### src/rtl/fx_match_arbiter.sv
// Round-robin arbiter feeding a fixed-latency sign-extension pipeline.
// Optional accepted-sample counter enabled by FX_MATCH_ARB_ISSUE_CNT_EN.
module fx_match_arbiter #(
  parameter int N_REQ = 4,
  parameter int IN_W  = 12,
  parameter int OUT_W = 14,
  parameter int DELAY = 3
) (
  input  logic                       clk,
  input  logic                       rst,
  input  logic [N_REQ-1:0]           i_valid,
  input  logic [N_REQ*IN_W-1:0]      i_data,
  input  logic                       i_hold,
  output logic [N_REQ-1:0]           o_ready,
  output logic                       o_valid,
  output logic [$clog2(N_REQ)-1:0]   o_id,
  output logic [OUT_W-1:0]           o_data,
  output logic                       o_busy,
  output logic [15:0]                o_issue_cnt
);

  localparam int ID_W = $clog2(N_REQ);

  logic [ID_W-1:0]  ptr_q, ptr_d;
  logic             grant_s;
  logic [ID_W-1:0]  grant_id_s;
  logic [IN_W-1:0]  grant_samp_s;
  logic [OUT_W-1:0] grant_data_s;

  logic [DELAY-1:0] vld_q, vld_d;
  logic [ID_W-1:0]  id_q   [DELAY];
  logic [ID_W-1:0]  id_d   [DELAY];
  logic [OUT_W-1:0] data_q [DELAY];
  logic [OUT_W-1:0] data_d [DELAY];

  function automatic logic [ID_W-1:0] wrap_idx(input logic [ID_W-1:0] base, input int off);
    int sum;
    sum = int'(base) + off;
    if (sum >= N_REQ) begin
      sum = sum - N_REQ;
    end else begin
      sum = sum;
    end
    return sum[ID_W-1:0];
  endfunction

  // Round-robin search starting at the pointer; first valid requester wins.
  always_comb begin
    grant_s    = 1'b0;
    grant_id_s = '0;
    o_ready    = '0;
    if (!rst && !i_hold) begin
      for (int i = 0; i < N_REQ; i++) begin
        if (!grant_s && i_valid[wrap_idx(ptr_q, i)]) begin
          grant_s    = 1'b1;
          grant_id_s = wrap_idx(ptr_q, i);
        end else begin
          grant_s    = grant_s;
        end
      end
      o_ready = grant_s ? ({{(N_REQ-1){1'b0}}, 1'b1} << grant_id_s) : '0;
    end else begin
      o_ready = '0;
    end
  end

  // Sign-extend the granted sample: fill with its MSB, then overlay the LSBs.
  always_comb begin
    grant_samp_s = i_data[grant_id_s*IN_W +: IN_W];
    grant_data_s = {OUT_W{grant_samp_s[IN_W-1]}};
    grant_data_s[IN_W-1:0] = grant_samp_s;
  end

  // Next state: pointer advance and unconditional pipeline shift.
  always_comb begin
    ptr_d     = grant_s ? wrap_idx(grant_id_s, 1) : ptr_q;
    vld_d     = '0;
    vld_d[0]  = grant_s;
    id_d[0]   = grant_id_s;
    data_d[0] = grant_data_s;
    for (int i = 1; i < DELAY; i++) begin
      vld_d[i]  = vld_q[i-1];
      id_d[i]   = id_q[i-1];
      data_d[i] = data_q[i-1];
    end
    // The output stage keeps its last id/data when nothing valid arrives.
    id_d[DELAY-1]   = vld_d[DELAY-1] ? id_d[DELAY-1]   : id_q[DELAY-1];
    data_d[DELAY-1] = vld_d[DELAY-1] ? data_d[DELAY-1] : data_q[DELAY-1];
  end

  // State registers with synchronous reset.
  always_ff @(posedge clk) begin
    if (rst) begin
      ptr_q <= '0;
      vld_q <= '0;
      for (int i = 0; i < DELAY; i++) begin
        id_q[i]   <= '0;
        data_q[i] <= '0;
      end
    end else begin
      ptr_q <= ptr_d;
      vld_q <= vld_d;
      for (int i = 0; i < DELAY; i++) begin
        id_q[i]   <= id_d[i];
        data_q[i] <= data_d[i];
      end
    end
  end

  assign o_valid = vld_q[DELAY-1];
  assign o_id    = id_q[DELAY-1];
  assign o_data  = data_q[DELAY-1];
  assign o_busy  = |vld_q;

`ifdef FX_MATCH_ARB_ISSUE_CNT_EN
  logic [15:0] cnt_q, cnt_d;

  // Saturating transfer counter.
  always_comb begin
    if (grant_s && (cnt_q != 16'hFFFF)) begin
      cnt_d = cnt_q + 16'd1;
    end else begin
      cnt_d = cnt_q;
    end
  end

  // Counter register.
  always_ff @(posedge clk) begin
    if (rst) begin
      cnt_q <= 16'd0;
    end else begin
      cnt_q <= cnt_d;
    end
  end

  assign o_issue_cnt = cnt_q;
`else
  assign o_issue_cnt = 16'd0;
`endif

endmodule

### config.mk
export PLATFORM = sky130hd
export DESIGN_NAME = fx_match_arbiter
export DESIGN_NICKNAME = d
export VERILOG_FILES = /design/src/rtl/fx_match_arbiter.sv
export SDC_FILE = /design/constraint.sdc
export NUM_CORES = 1
export LEC_CHECK = 0
export ABC_AREA = 1
export CAP_MARGIN = 20
export CORE_MARGIN = 3
export CORE_UTILIZATION = 35
export CTS_CLUSTER_DIAMETER = 60
export DETAILED_ROUTE_END_ITERATION = 8
export PLACE_DENSITY_LB_ADDON = 0.2
export SLEW_MARGIN = 20
export SYNTH_ARGS = -nofsm -noshare
export SYNTH_HDL_FRONTEND = slang
export SYNTH_SLANG_ARGS = --single-unit
### constraint.sdc
create_clock -name clk -period 1.95 [get_ports clk]
set_input_delay 0.39 -clock clk [delete_from_list [all_inputs] [get_ports clk]]
set_output_delay 0.39 -clock clk [all_outputs]
set_load 0.02 [all_outputs]
==> flow_summary.toml <==
[placement]
hpwlAfterDp_mm = 4.53
place_area_um2 = 3360
io_buffers = 76
gp_congestion = 0.796

[clock_network]
cts_root_buffer = "clkbuf_8"
cts_max_path_buffers = 2
cts_tree = "built"
insertion_delay_ns = 0.29
cts_max_level = 2
cts.sinks = 47
cts-buffers-inserted = 5
cts.clk_slew.worst_paths_ns = 0.09
hold_buffers = 0

[worst_hold_path]
hold_path_class = "reg2reg"

[worst_setup_path]
cp.required_ns = 1.56
cp.arrival_ns = 1.80
r2r_cells = 12
end_kind = "primary output"
start_kind = "flop"
r2r-end = "data_q[0][1]"
worstSetupPathType = "reg2out"
ff2ff_setup_slack_ns = -0.01
endpoint = "o_ready[3]"
reg2reg_from = "ptr_q[0]"
startpoint = "ptr_q[0]"
path_max_fanout = 6

[routing]
drt_wl_total_mm = 6.28
routed.top_layer = "met4"
route.met3.wl_um = 416
wl_per_cell_um = 11.4
via_per_inst = 4.40
drtPass1Iterations = 4
num_vias = 2432
postRouteAntennaNets = 0
drt-initial-drc-count = 78
route.met2.wl_mm = 2.94
post-route-drc-count = 0
wl_met1_mm = 2.86

[finish]
num_antenna_cells = 0
finish.instance_area_um2 = 3690
area_growth_pct = 44.1
fin_nets = 511
final_util_pct = 53.2
drive_above_1_share_pct = 19.5

[floorplan]
num_io_pins = 93
coreArea_um2 = 6940
rows = 30
initial_core_util_pct = 36.9
die_area_um2 = 8390
chipHeight_um = 91.6
die-width_um = 91.6

[timing]
rsz0062_at_grt = "true"
period_minus_slack_ns = 2.19
fmax_mhz = 457
finalWorstSetupSlack_ns = -0.240
hold_violations = 0
drv_slew = 0
skew_ns = 0.00853
setup_viol = 5
period_share_pct = 112
setup_tns_ns = -0.921

[logic_synthesis]
ys_ff_latch = 47
yosysUniqueCellTypes = 23
synth-edff-count = 0
synth_area_leaders = "dfxtp_1, nand2_1, inv_1, buf_4, nand4_1"
netlist_area_um2 = 2560
ys.flop_type = "dfxtp_1"
synth_area_leader_cell = "dfxtp_1"
syn_inst = 384
synth_seq_area_share_pct = 36.7
avgSynthCellArea_um2 = 6.68
async_flop_share_pct = 0
synth_top_cell_area_share_pct = 36.7
yosysWarningCount = 0

[global_route]
grtUsageTotal_pct = 14.6
grt_antenna_before_repair = 0
grt_pass1_vias = 2291
grt_overflow = 0
grt_pass1_wl_mm = 10.2
grt_max_degree = 45

[pwr]
power_density_nw_per_um2 = 1250
leakage_nw = 1.73
ir_drop_v = 0.000712

[job]
maxCapViolCount = 0

[outcome]
status = "finished, violations left"
violations = "negative setup slack"
state kept, by name, indices dropped and copies added (netlist names):
signal  cells
data_q     36
ptr_q       2
id_q        6
vld_q       3
Yosys cell counts (2+ instances only):
cell type / instances
nand4_1: 25
nor2_2: 2
dfxtp_1: 47
nand3_1: 29
nand2_2: 4
o21ai_2: 2
nor2_1: 26
buf_2: 5
buf_4: 32
buf_6: 3
clkbuf_1: 11
a21oi_1: 27
inv_2: 2
inv_1: 73
nand2_1: 87
nor2_4: 2
critical path, cell delays in order, from the launching register on:
cell and delay, ns:
dfxtp_4 0.40, buf_6 0.14, nand2_4 0.06, nand2_4 0.05, nand2_2 0.07, inv_1 0.04
a21boi_1 0.24, nand2_2 0.11, nor2_4 0.19, nor2_4 0.06, buf_6 0.13
what timing repair did:
| item | 4_1_cts | 5_1_grt |
|---|---|---|
| gates resized for setup | 69 | 19 |
| cloned | 0 | 0 |
| hold endpoints to repair | 0 | 0 |
| setup buffers | 4 | 2 |
| endpoints found under the setup margin | 16 | 16 |
| pin swaps | 21 | 11 |
metrics by stage:
| stage | worst slack [ns] | hold WS, ns | std cells | total power [mW] |
|---|---|---|---|---|
| CTS | -0.251 | 0.395 | 552 | 4.45 |
| global route | -0.342 | 0.411 | 553 | 4.90 |
| global placement | -0.872 | 0.392 | 541 | 3.36 |
| detailed placement | -0.898 | 0.394 | 541 | 3.38 |
| floorplan | 0.0283 | 0.388 | 399 | 2.68 |
| finish | -0.240 | 0.399 | 553 | 4.61 |
metal layers:
metal	global-route usage, %	vias up
li1	-	1274
met1	19.2	1076
met2	24.0	77
met3	3.23	5
met4	3.77	0
met5	0	-
cell families after synthesis:
logic type / after synthesis / share of synthesized area [%]
simple gates: 179 / 32.4
other cells: 1 / 0.146
compound gates: 31 / 6.54
buf+inv: 126 / 24.3
flops: 47 / 36.7
how the worst min path moves through the flow:
| stage | startpoint | slack, ns | endpoint | depth (start not counted) |
|---|---|---|---|---|
| after floorplan | data_q[0][0] | 0.39 | data_q[0][14] | 2 |
| after global placement | data_q[0][1] | 0.39 | data_q[0][15] | 2 |
| after detailed placement | id_q[0][1] | 0.39 | id_q[0][3] | 2 |
| after CTS | id_q[0][1] | 0.40 | id_q[0][3] | 2 |
| after global routing | id_q[0][1] | 0.41 | id_q[0][3] | 2 |
| final | id_q[0][1] | 0.40 | id_q[0][3] | 2 |
area by class of cell:
class                           count  area [um^2]
Multi-Input combinational cell    226         1230
Fill cell                         669         3250
Sequential cell                    47          948
Tap cell                           96          120
Inverter                           75          292
Clock buffer                        5         68.8
Clock inverter                      3         47.5
Timing Repair Buffer              101          992
where the power goes:
part | total [mW] | switching (mW) | internal [mW]
Clock | 0.716 | 0.327 | 0.388
Combinational | 2.66 | 1.59 | 1.07
Sequential | 1.23 | 0.0975 | 1.13
Total | 4.61 | 2.01 | 2.60
cells in the final DEF, fill, tap and decap left out, types with 11 or more instances in the layout:
cell | synthesis | layout
nand2_1 | 87 | 70
inv_1 | 73 | 69
clkdlybuf4s50_1 | 0 | 67
dfxtp_1 | 47 | 45
nand3_1 | 29 | 26
nand4_1 | 25 | 25
a21oi_1 | 27 | 24
nor2_1 | 26 | 19
buf_4 | 32 | 19
conb_1 | 1 | 16
nand2_2 | 4 | 11
nand2_4 | 1 | 11
Note: power is estimated with default switching activity, not from simulation.
